--- src/rtl/pal_pkg.sv ---
// Shared definitions for the registered PAL: FSM state encoding, image
// length and field-offset helpers for the configuration image.
package pal_pkg;

  // Loader FSM encoding, kept as plain constants for legacy compatibility.
  typedef logic [1:0] pal_state_t;
  localparam pal_state_t ST_UNCFG  = 2'd0;
  localparam pal_state_t ST_LOAD   = 2'd1;
  localparam pal_state_t ST_ACTIVE = 2'd2;
  localparam pal_state_t ST_RELOAD = 2'd3;

  // Offsets of the two macrocell control bits inside each 2-bit MC field.
  localparam int MC_REG_OFS = 0;
  localparam int MC_INV_OFS = 1;

  // Total image length: AND plane, OR plane, then macrocell controls.
  function automatic int sr_len(input int n, input int m, input int p);
    return 2 * (n + m) * p + p * m + 2 * m;
  endfunction

  // AND-plane crosspoint for product term p_idx and column col.
  // Even columns are the true source, odd columns its complement.
  function automatic int and_idx(input int p_idx, input int col, input int p);
    return p_idx + col * p;
  endfunction

  // OR-plane crosspoint connecting product term p_idx to sum m_idx.
  function automatic int or_idx(input int p_idx, input int m_idx,
                                input int n, input int m, input int p);
    return 2 * (n + m) * p + p_idx + m_idx * p;
  endfunction

  // Base of the 2-bit macrocell field for output m_idx.
  function automatic int mc_idx(input int m_idx, input int n, input int m,
                                input int p);
    return 2 * (n + m) * p + p * m + 2 * m_idx;
  endfunction

endpackage

--- src/rtl/pal_if.sv ---
// Bus bundle of the registered PAL: serial configuration port, array
// inputs and macrocell outputs plus loader status.
interface pal_if #(
  parameter int N = 8,
  parameter int M = 8
);

  logic         cfg_en;
  logic         cfg_in;
  logic [N-1:0] input_vars;
  logic [M-1:0] output_vals;
  logic         cfg_done;
  logic         cfg_valid;

  // Driver side (system / testbench).
  modport master (
    output cfg_en, cfg_in, input_vars,
    input  output_vals, cfg_done, cfg_valid
  );

  // PAL side.
  modport slave (
    input  cfg_en, cfg_in, input_vars,
    output output_vals, cfg_done, cfg_valid
  );

endinterface

--- src/rtl/pal_cfg_loader.sv ---
// Serial configuration loader: shadow shift chain, bit counter, load FSM
// and the commit strobe that swaps a complete image into the array.
module pal_cfg_loader
  import pal_pkg::*;
#(
  parameter int SR_LEN = 336
) (
  input  logic              clk,
  input  logic              rst,
  input  logic              cfg_en,
  input  logic              cfg_in,
  output logic              commit,
  output logic [SR_LEN-1:0] image,
  output logic              running,
  output logic              cfg_done,
  output logic              cfg_valid
);

  localparam int CW = $clog2(SR_LEN);
  localparam logic [CW-1:0] CNT_LAST = CW'(SR_LEN - 1);

  pal_state_t          state;
  logic [CW-1:0]       cnt;
  // The final bit goes straight from cfg_in into the active register on the
  // commit edge, so only SR_LEN-1 bits of the shadow chain are ever stored.
  logic [SR_LEN-2:0]   sh;
  logic                loading;

  assign loading = (state == ST_LOAD) || (state == ST_RELOAD);
  assign commit  = loading && cfg_en && (cnt == CNT_LAST);
  assign image   = {sh, cfg_in};
  assign running = (state == ST_ACTIVE) || (state == ST_RELOAD);

  // Shift chain, bit counter, FSM and status flags.
  // NOTE: all state here is updated with <= so every register samples the
  // pre-edge values of its neighbours, independent of statement order.
  always_ff @(posedge clk) begin
    if (rst) begin
      state     <= ST_UNCFG;
      cnt       <= '0;
      sh        <= '0;
      cfg_done  <= 1'b0;
      cfg_valid <= 1'b0;
    end else begin
      cfg_done <= commit;
      if (cfg_en) begin
        sh <= image[SR_LEN-2:0];
      end
      case (state)
        ST_UNCFG: begin
          if (cfg_en) begin
            state <= ST_LOAD;
            cnt   <= CW'(1);
          end
        end
        ST_ACTIVE: begin
          if (cfg_en) begin
            state <= ST_RELOAD;
            cnt   <= CW'(1);
          end
        end
        ST_LOAD, ST_RELOAD: begin
          if (!cfg_en) begin
            // Abort: partial image discarded, fall back to previous mode.
            state <= (state == ST_LOAD) ? ST_UNCFG : ST_ACTIVE;
            cnt   <= '0;
          end else if (cnt == CNT_LAST) begin
            state     <= ST_ACTIVE;
            cnt       <= '0;
            cfg_valid <= 1'b1;
          end else begin
            cnt <= cnt + CW'(1);
          end
        end
        default: begin
          state <= ST_UNCFG;
          cnt   <= '0;
        end
      endcase
    end
  end

endmodule

--- src/rtl/pal_registered.sv ---
// Registered PAL: programmable AND/OR array with per-output macrocells,
// registered feedback into the AND plane and a double-buffered loader.
module pal_registered
  import pal_pkg::*;
#(
  parameter int N = 8,
  parameter int M = 8,
  parameter int P = 8
) (
  input logic clk,
  input logic rst,
  pal_if.slave bus
);

  localparam int SR_LEN = sr_len(N, M, P);
  localparam int NS     = N + M;

  logic [SR_LEN-1:0]           act;
  logic [SR_LEN-1:0]           image;
  logic                        commit;
  logic                        running;
  logic                        cfg_done;
  logic                        cfg_valid;
  logic [M-1:0]                q;
  logic [NS-1:0]               src;
  logic [2*NS-1:0]             cols;
  logic [P-1:0][2*NS-1:0]      and_conn;
  logic [M-1:0][P-1:0]         or_conn;
  logic [P-1:0]                terms;
  logic [M-1:0]                sums;
  logic [M-1:0]                mc_reg;
  logic [M-1:0]                mc_inv;
  logic [M-1:0]                out_vals;

  pal_cfg_loader #(
    .SR_LEN (SR_LEN)
  ) u_loader (
    .clk       (clk),
    .rst       (rst),
    .cfg_en    (bus.cfg_en),
    .cfg_in    (bus.cfg_in),
    .commit    (commit),
    .image     (image),
    .running   (running),
    .cfg_done  (cfg_done),
    .cfg_valid (cfg_valid)
  );

  assign bus.cfg_done  = cfg_done;
  assign bus.cfg_valid = cfg_valid;

  // Feedback always comes from the flops, so the array has no comb loops.
  assign src = {q, bus.input_vars};

  for (genvar s = 0; s < NS; s++) begin : g_cols
    assign cols[2*s]   = src[s];
    assign cols[2*s+1] = ~src[s];
  end

  // Product terms: AND of connected columns; a blank term stays 0.
  for (genvar p = 0; p < P; p++) begin : g_and
    for (genvar c = 0; c < 2 * NS; c++) begin : g_col
      assign and_conn[p][c] = act[and_idx(p, c, P)];
    end
    assign terms[p] = (|and_conn[p]) & (&(~and_conn[p] | cols));
  end

  // Sums: OR of connected product terms, plus macrocell control bits.
  for (genvar m = 0; m < M; m++) begin : g_or
    for (genvar p = 0; p < P; p++) begin : g_term
      assign or_conn[m][p] = act[or_idx(p, m, N, M, P)];
    end
    assign sums[m]   = |(or_conn[m] & terms);
    assign mc_reg[m] = act[mc_idx(m, N, M, P) + MC_REG_OFS];
    assign mc_inv[m] = act[mc_idx(m, N, M, P) + MC_INV_OFS];
  end

  // Active image register: swapped atomically on the commit edge.
  // NOTE: the image is a plain flop bank, not a RAM, so resetting it is cheap
  // and guarantees the array is blank until the first image commits.
  always_ff @(posedge clk) begin
    if (rst) begin
      act <= '0;
    end else if (commit) begin
      act <= image;
    end
  end

  // Macrocell flops: track the sums while configured, cleared on commit.
  always_ff @(posedge clk) begin
    if (rst) begin
      q <= '0;
    end else if (commit) begin
      q <= '0;
    end else if (running) begin
      q <= sums;
    end
  end

  // Output select and polarity; forced low until an image is active.
  // NOTE: out_vals gets a default before any branch so no latch is inferred.
  always_comb begin
    out_vals = '0;
    if (running) begin
      out_vals = ((mc_reg & q) | (~mc_reg & sums)) ^ mc_inv;
    end
  end

  assign bus.output_vals = out_vals;

endmodule

--- src/flat_wrapper.sv ---
// flat-port wrapper written by rule: the top's interface ports become plain ports
module pal_registered_flat import pal_pkg::*;
#(
  parameter int N = 8,
  parameter int M = 8,
  parameter int P = 8
)
  (clk, rst, bus_cfg_en, bus_cfg_in, bus_input_vars, bus_output_vals, bus_cfg_done, bus_cfg_valid);
  pal_if #(.N(N), .M(M)) bus_i ();
  input logic clk;
  input logic rst;
  input wire logic [$bits(bus_i.cfg_en)-1:0] bus_cfg_en;
  input wire logic [$bits(bus_i.cfg_in)-1:0] bus_cfg_in;
  input wire logic [$bits(bus_i.input_vars)-1:0] bus_input_vars;
  output wire logic [$bits(bus_i.output_vals)-1:0] bus_output_vals;
  output wire logic [$bits(bus_i.cfg_done)-1:0] bus_cfg_done;
  output wire logic [$bits(bus_i.cfg_valid)-1:0] bus_cfg_valid;
  assign bus_i.cfg_en = bus_cfg_en;
  assign bus_i.cfg_in = bus_cfg_in;
  assign bus_i.input_vars = bus_input_vars;
  assign bus_output_vals = bus_i.output_vals;
  assign bus_cfg_done = bus_i.cfg_done;
  assign bus_cfg_valid = bus_i.cfg_valid;
  pal_registered #(.N(N), .M(M), .P(P)) u_core (.clk(clk), .rst(rst), .bus(bus_i));
endmodule
--- config.mk ---
export PLATFORM = sky130hd
export DESIGN_NAME = pal_registered_flat
export DESIGN_NICKNAME = d
export VERILOG_FILES = /design/src/rtl/pal_pkg.sv /design/src/rtl/pal_if.sv /design/src/rtl/pal_cfg_loader.sv /design/src/rtl/pal_registered.sv /design/src/flat_wrapper.sv
export SDC_FILE = /design/constraint.sdc
export NUM_CORES = 1
export LEC_CHECK = 0
export ABC_AREA = 1
export CAP_MARGIN = 20
export CORE_UTILIZATION = 42
export CTS_BUF_LIST = sky130_fd_sc_hd__clkbuf_4 sky130_fd_sc_hd__clkbuf_8
export CTS_CLUSTER_SIZE = 10
export DETAILED_ROUTE_END_ITERATION = 7
export GPL_ROUTABILITY_DRIVEN = 0
export PLACE_DENSITY = 0.58
export SYNTH_ARGS = -nofsm -noshare
export SYNTH_HDL_FRONTEND = slang
export SYNTH_HIERARCHICAL = 1
export SYNTH_SLANG_ARGS = --single-unit
--- constraint.sdc ---
create_clock -name clk -period 5.7 [get_ports clk]
set_input_delay 0.855 -clock clk [delete_from_list [all_inputs] [get_ports clk]]
set_output_delay 0.855 -clock clk [all_outputs]
set_load 0.005 [all_outputs]
[After elaboration in Yosys (flattened, before gate mapping)]
Index checks and enable logic that the tools add are counted.
Word-level totals
  register bits: 692
  bits in latches: 0
  RAM bits: 0
  ROM bits: 0
  bits of input ports: 12
  output and inout bits: 10
  word-level logic and storage cells: 114
  memories: 0
Operators by class
  $add $sub $neg: 1
  $mul: 0
  div/mod/pow operators: 0
  magnitude comparators: 0
  equality and inequality tests: 8
  shift-type cells: 0
  mux-type cells: 11
  bitwise operators: 53
  reductions and logical operators: 34
Operators by type and width (number)
  $not A32 Y32: 8
  $or A32 B32 Y32: 8
  $reduce_and A32 Y1: 8
  $reduce_or A32 Y1: 8
  $and A8 B8 Y8: 10
  $reduce_or A8 Y1: 8
  $mux W9: 3
  $pmux W9 S2: 1
  $not A1 Y1: 16
  $mux W2: 5
  $add A9 B1 Y9 const B: 1
  $eq A9 B9 Y1 const B: 1
  $and A1 B1 Y1: 8
  $mux W8: 1
  $not A8 Y8: 1
  $or A8 B8 Y8: 1
  $xor A8 B8 Y8: 1
  $pmux W2 S3: 1
  $reduce_and A3 Y1: 2
  $reduce_or A2 Y1: 3
  $eq A2 B2 Y1 const B: 2
  $ne A2 B2 Y1 const B: 2
  $ne A3 B3 Y1 const B: 1
  $eq A2 B1 Y1 const B: 1
  4 further kinds: 6

[Depth between registers and ports, before layout]
Gate-level depths: netlist of the first run.
  depth after elaboration: 10
  depth in mapped cells: 15
  gate-level depth less buffers: 14

[Modules after synthesis]
Netlist of the first run, hierarchy kept.
Modules (own cells, without submodules)
  pal_registered: instances 1, cells an instance 2251, area an instance 15262.1 um^2, seq. area each 6886.6 um^2
  pal_cfg_loader: instances 1, cells an instance 1561, area an instance 12220.5 um^2, seq. area each 6966.7 um^2

[Worst setup path after synthesis of the first run]
OpenSTA, ideal clock, no wires.
  path type: input port to output port
  start: input bus_input_vars[0]
  end: output bus_output_vals[0]
  arrival time: 2.055 ns
  required time: 4.845 ns
  slack: 2.790 ns
  stages on the path: 14
  buffers on the path: 2
  cells stage by stage: buf_4 -> buf_6 -> o21a_1 -> nand2_1 -> nor2_1 -> nand2_1 -> nor2_4 -> nand3_1 -> nand2_1 -> nor2_1 -> nand3_2 -> nand3_1 -> nand2_1 -> nor2_1
On the way
  word-level cells in the longest chain between the ends: 10
  elaborated cells on any way between the ends: 31
  classes of those cells: 1 x mux; 21 x bitwise; 9 x reduce/logical
RTL lines
  start: declaration: RTL line flat_wrapper.sv:14  | input wire logic [$bits(bus_i.input_vars)-1:0] bus_input_vars;
  $not A1 Y1: RTL line pal_registered.sv:57  | assign cols[2*s+1] = ~src[s];
  $or A32 B32 Y32: RTL line pal_registered.sv:65  | assign terms[p] = (|and_conn[p]) & (&(~and_conn[p] | cols));
  $reduce_and A32 Y1: RTL line pal_registered.sv:65
  $and A1 B1 Y1: RTL line pal_registered.sv:65
  $and A8 B8 Y8 (*): RTL line pal_registered.sv:73  | assign sums[m] = |(or_conn[m] & terms);
  $reduce_or A8 Y1 (*): RTL line pal_registered.sv:73
  $and A8 B8 Y8 (*): RTL line pal_registered.sv:105  | out_vals = ((mc_reg & q) | (~mc_reg & sums)) ^ mc_inv;
  $or A8 B8 Y8 (*): RTL line pal_registered.sv:105
  $xor A8 B8 Y8 (*): RTL line pal_registered.sv:105
  $mux W8 (*): RTL line pal_registered.sv:104  | if (running) begin
  end: declaration: RTL line flat_wrapper.sv:15  | output wire logic [$bits(bus_i.output_vals)-1:0] bus_output_vals;
Mark *: on every way between the ends. The rest lies on a longest branch, timed or not.

[Worst setup path in the final report of the first run]
  start: register u_core.q[4]
  end: output bus_output_vals[5]
On the way
  word-level cells in the longest chain between the ends: 10
  elaborated cells on any way between the ends: 31
  classes of those cells: 1 x mux; 21 x bitwise; 9 x reduce/logical
RTL lines
  start: declaration: RTL line pal_registered.sv:24  | logic [M-1:0] q;
  start signal: assignment: RTL line pal_registered.sv:96  | q <= sums;
  $not A1 Y1: RTL line pal_registered.sv:57
  $or A32 B32 Y32: RTL line pal_registered.sv:65
  $reduce_and A32 Y1: RTL line pal_registered.sv:65
  $and A1 B1 Y1: RTL line pal_registered.sv:65
  $and A8 B8 Y8 (*): RTL line pal_registered.sv:73
  $reduce_or A8 Y1 (*): RTL line pal_registered.sv:73
  $and A8 B8 Y8 (*): RTL line pal_registered.sv:105
  $or A8 B8 Y8 (*): RTL line pal_registered.sv:105
  $xor A8 B8 Y8 (*): RTL line pal_registered.sv:105
  $mux W8 (*): RTL line pal_registered.sv:104
Marked as above.

==> impl_metrics.env, run 1 <==
export IMPL_drv_cap=0
export IMPL_crit_fanout=14
export IMPL_clock_latency_ns=0.74
export IMPL_rr_endpoint="u_core/act[106]$_SDFFE_PP0P_"
export IMPL_fillers=6593
export IMPL_dieArea_sq_um=66500
export IMPL_synthXorXnorAreaFrac_pct=0.0319
export IMPL_reg2reg_from="u_core/u_loader/cnt[0]$_SDFFE_PP0P_"
export IMPL_cts_resized=0
export IMPL_grt_max_degree=203
export IMPL_synthCells=3812
export IMPL_cpPeakStageDelay_ns=0.65
export IMPL_grt_pass1_vias=22400
export IMPL_p_per_area_nw_per_um2=340
export IMPL_synthFlopType="dfxtp_1"
export IMPL_syn_avg_cell_area_sq_um=7.21
export IMPL_synth_distinct_cells=27
export IMPL_p_sw_mw=2.48
export IMPL_syn_area_sq_um=27500
export IMPL_crit_arrival_ns=4.21
export IMPL_rrSetupSlack_ns=2.48
export IMPL_synth_edf_count=0
export IMPL_die_h_um=258
export IMPL_grt_total_usage_pct=24.6
export IMPL_outcome="complete, no violations"
export IMPL_cts_reportedPaths_clkPinSlew_ns=0.06
export IMPL_vias=24300
export IMPL_timing_fmax_ghz=0.197
export IMPL_total_power_mw=10.3
export IMPL_area_growth_pct=10.5
export IMPL_worstRegToRegCells=11
export IMPL_peakVddDrop_mv=0.199
export IMPL_pwr_share_clk_pct=46.2
export IMPL_postCtsSetupBuffers=0
export IMPL_cp_slowest_cell="dfxtp_1"
export IMPL_cellInternalPower_mw=7.84
export IMPL_cp_required_ns=4.85
export IMPL_hpwl_um=51700
export IMPL_combPwrFrac_pct=4.4
export IMPL_rsz0062_at_grt="no"
export IMPL_final_nets=3733
export IMPL_synthesis_nets=3825
export IMPL_antenna_left=0
export IMPL_end_kind="output port"
export IMPL_synth_top_family_by_area="simple AND/OR/NAND/NOR gates"
export IMPL_std_cell_rows=93
export IMPL_yosysSeqAreaShare_pct=50.4
export IMPL_drc_errors=0
export IMPL_antenna_found_initial=2
export IMPL_grt_overflow_total=0
export IMPL_h_tree_depth=3
export IMPL_finalSetupTns_ns=0
export IMPL_path_cells="inv_1 > nand2_1 > nand4_1 > nor2_1 > nand2_1 > nor2_4 > nand3_1 > nand2_1 > nor2_1 > nand3_2 > a21oi_1 > nor2_1 > clkdlybuf4s50_1"
export IMPL_synth_compound_area_share_pct=14.5
export IMPL_synthAdderAreaFrac_pct=0.0455
export IMPL_synthMuxAreaShare_pct=0
export IMPL_async_reset_ff_share_pct=0
export IMPL_min_from="u_core/u_loader/sh[334]$_SDFFE_PP0P_"
export IMPL_period_needed_ns=5.06
export IMPL_clockBufferDepth=3
export IMPL_dr_pass1_iters=8
export IMPL_port_buffers=21
export IMPL_hold_path_end="u_core/act[335]$_SDFFE_PP0P_"
export IMPL_ys_ff_latch=692
export IMPL_tritoncts="done"
export IMPL_crit_type="flop to output port"
export IMPL_drive_gt1_share_pct=6.76
export IMPL_initial_core_util_pct=42.6
export IMPL_maxSlewHeadroom_pct=11.8
export IMPL_cts_buffers=114
export IMPL_place_ws_ns=0.896
export IMPL_drt_wirelength_per_cell_um=17.7
export IMPL_drtIter0Drc=1985
export IMPL_fin_crit_sh_pct=88.9
export IMPL_cts_root_buf="clkbuf_8"
export IMPL_hold_viol=0
export IMPL_hold_buffers=0
export IMPL_p_sw_share_pct=24.0
export IMPL_vias_per_cell=5.20
export IMPL_power_frac_seq_pct=49.4
export IMPL_die_w_um=258
export IMPL_coreArea_sq_um=64600
export IMPL_ioPinCount=22
export IMPL_grt_pass1_wl_um=129000
export IMPL_finalSetupViolCount=0
export IMPL_wl_um=82800
export IMPL_yosysWarningCount=6
export IMPL_slew_violations=0
export IMPL_power_leakage_nw=11.9
export IMPL_yosys_area_share_simple_pct=28.6
export IMPL_startpoint_type="flop"
export IMPL_hp_class="flop to flop"
export IMPL_finalWorstSetupSlack_ns=0.635
export IMPL_whs_path_depth=2
export IMPL_tightest_slew_ns=1.32
export IMPL_finClkSkew_ns=0.0487
export IMPL_cts_sinks=692
==> stage by stage <==
stage / area, sq um / hold slack (ns) / util [%] / cells
6_report: 30400 / 0.462 / 47.0 / 4671
5_1_grt: 30400 / 0.483 / 47.0 / 4671
4_1_cts: 30400 / 0.462 / 47.0 / 4670
3_5_place_dp: 27800 / 0.453 / 43.0 / 4459
3_3_place_gp: 27800 / 0.450 / 43.0 / 4459
2_1_floorplan: 27500 / 0.439 / - / 3812
==> worst max path at each step <==
stage | slack (ns) | from | to | cells past startpoint
after floorplan | 2.79 | bus_input_vars[0] | bus_output_vals[0] | 14
after global placement | 0.87 | bus_input_vars[7] | bus_output_vals[5] | 14
after detailed placement | 0.90 | bus_input_vars[7] | bus_output_vals[5] | 14
after CTS | 0.75 | u_core/q[7]$_SDFFE_PP0P_ | bus_output_vals[5] | 13
after global routing | 0.58 | u_core/q[7]$_SDFFE_PP0P_ | bus_output_vals[5] | 13
final | 0.64 | u_core/q[4]$_SDFFE_PP0P_ | bus_output_vals[5] | 13
==> registers in the layout (all words and copies together), names as in the netlist, named ones only <==
register and cells:
u_core/act 336, u_core/u_loader/sh 335, u_core/u_loader/cnt 9, u_core/q 8, u_core/u_loader/cfg_done 1, u_core/u_loader/cfg_valid 1, u_core/u_loader/state 1
==> cells in the final DEF, fill, tap and decap left out, drive strengths merged, types with 3 or more instances in the layout <==
cell,n
nor2,953
o21ai,382
a211oi,92
nand2,849
dfxtp,692
o21a,3
clkdlybuf4s50,19
nand3,97
clkinv,9
inv,141
clkbuf,196
o211ai,8
a21oi,260
buf,20
nand4,60
nor3,27
==> cell families after synthesis <==
| logic type | count (synthesis) |
|---|---|
| and+or+nand+nor | 1988 |
| AOI/OAI and AO/OA | 745 |
| DFF | 692 |
| buffers and inverters | 385 |
| xor gates and xnor gates | 1 |
| adders and majority gates | 1 |
==> critical path, delay by kind of cell (launching register included) <==
family,cells,cell delay [ns]
AOI/OAI and AO/OA,1,0.06
and+or+nand+nor,10,1.83
DFF,1,0.65
buffers and inverters,2,0.91
==> final cells by class <==
cell class                      count  area [sq um]  area share (%)
Sequential cell                   692         13900            45.6
Multi-Input combinational cell   2735         11900            39.1
Antenna cell                        1          2.50         0.00824
Inverter                          138           548            1.81
Timing Repair Buffer               39           430            1.42
Clock inverter                     15           138           0.453
Tap cell                          855          1070            3.52
Clock buffer                      196          2430            8.02
==> per-layer routing <==
layer / vias up / wire, um / global-route usage [%]
met4: 0 / 2720 / 9.24
met2: 612 / 36300 / 37.7
met3: 166 / 4270 / 3.89
met5: - / 0 / 0
met1: 11400 / 39500 / 34.7
li1: 12100 / - / -
==> Yosys cell counts, types with 3 or more instances <==
library cell | count | area, sq um
nor2_1 | 943 | 3540
nand2_1 | 849 | 3190
dfxtp_1 | 692 | 13900
o21ai_0 | 369 | 1850
a21oi_1 | 260 | 1300
clkbuf_1 | 180 | 676
inv_1 | 130 | 488
a211oi_1 | 92 | 691
nand3_1 | 89 | 445
nand4_1 | 60 | 375
buf_6 | 28 | 315
nor3_1 | 27 | 135
buf_2 | 23 | 115
buf_4 | 13 | 97.6
o21ai_1 | 13 | 65.1
nand3_2 | 8 | 80.1
o211ai_1 | 8 | 60.1
inv_2 | 7 | 26.3
nor2_4 | 7 | 78.8
nor2_2 | 3 | 18.8
o21a_1 | 3 | 22.5
==> power groups by stage <==
stage | Combinational (mW) | Clock (mW) | Sequential (mW)
6_report | 0.451 | 4.77 | 5.10
2_1_floorplan | 0.357 | 0 | 5.17
3_3_place_gp | 0.439 | 0 | 5.20
3_5_place_dp | 0.445 | 0 | 5.20
5_1_grt | 0.512 | 5.09 | 5.12
4_1_cts | 0.447 | 4.86 | 5.10
(Power assumes the default switching activity.)
==> run 2, diff against run 1 <==
--- a/config.mk
+++ b/config.mk
@@ -9,7 +9,6 @@
 export CAP_MARGIN = 20
 export CORE_UTILIZATION = 42
 export CTS_BUF_LIST = sky130_fd_sc_hd__clkbuf_4 sky130_fd_sc_hd__clkbuf_8
-export CTS_CLUSTER_SIZE = 10
 export DETAILED_ROUTE_END_ITERATION = 7
 export GPL_ROUTABILITY_DRIVEN = 0
 export PLACE_DENSITY = 0.58
==> results of run 2 <==
Same layout as run 1: the final DEF is identical, and so are final timing and power.
==> run 3, diff against run 2 <==
--- a/config.mk
+++ b/config.mk
@@ -9,6 +9,7 @@
 export CAP_MARGIN = 20
 export CORE_UTILIZATION = 42
 export CTS_BUF_LIST = sky130_fd_sc_hd__clkbuf_4 sky130_fd_sc_hd__clkbuf_8
+export CTS_CLUSTER_SIZE = 40
 export DETAILED_ROUTE_END_ITERATION = 7
 export GPL_ROUTABILITY_DRIVEN = 0
 export PLACE_DENSITY = 0.58
==> results of run 3 <==
Same layout as run 1: the final DEF is identical, and so are final timing and power.
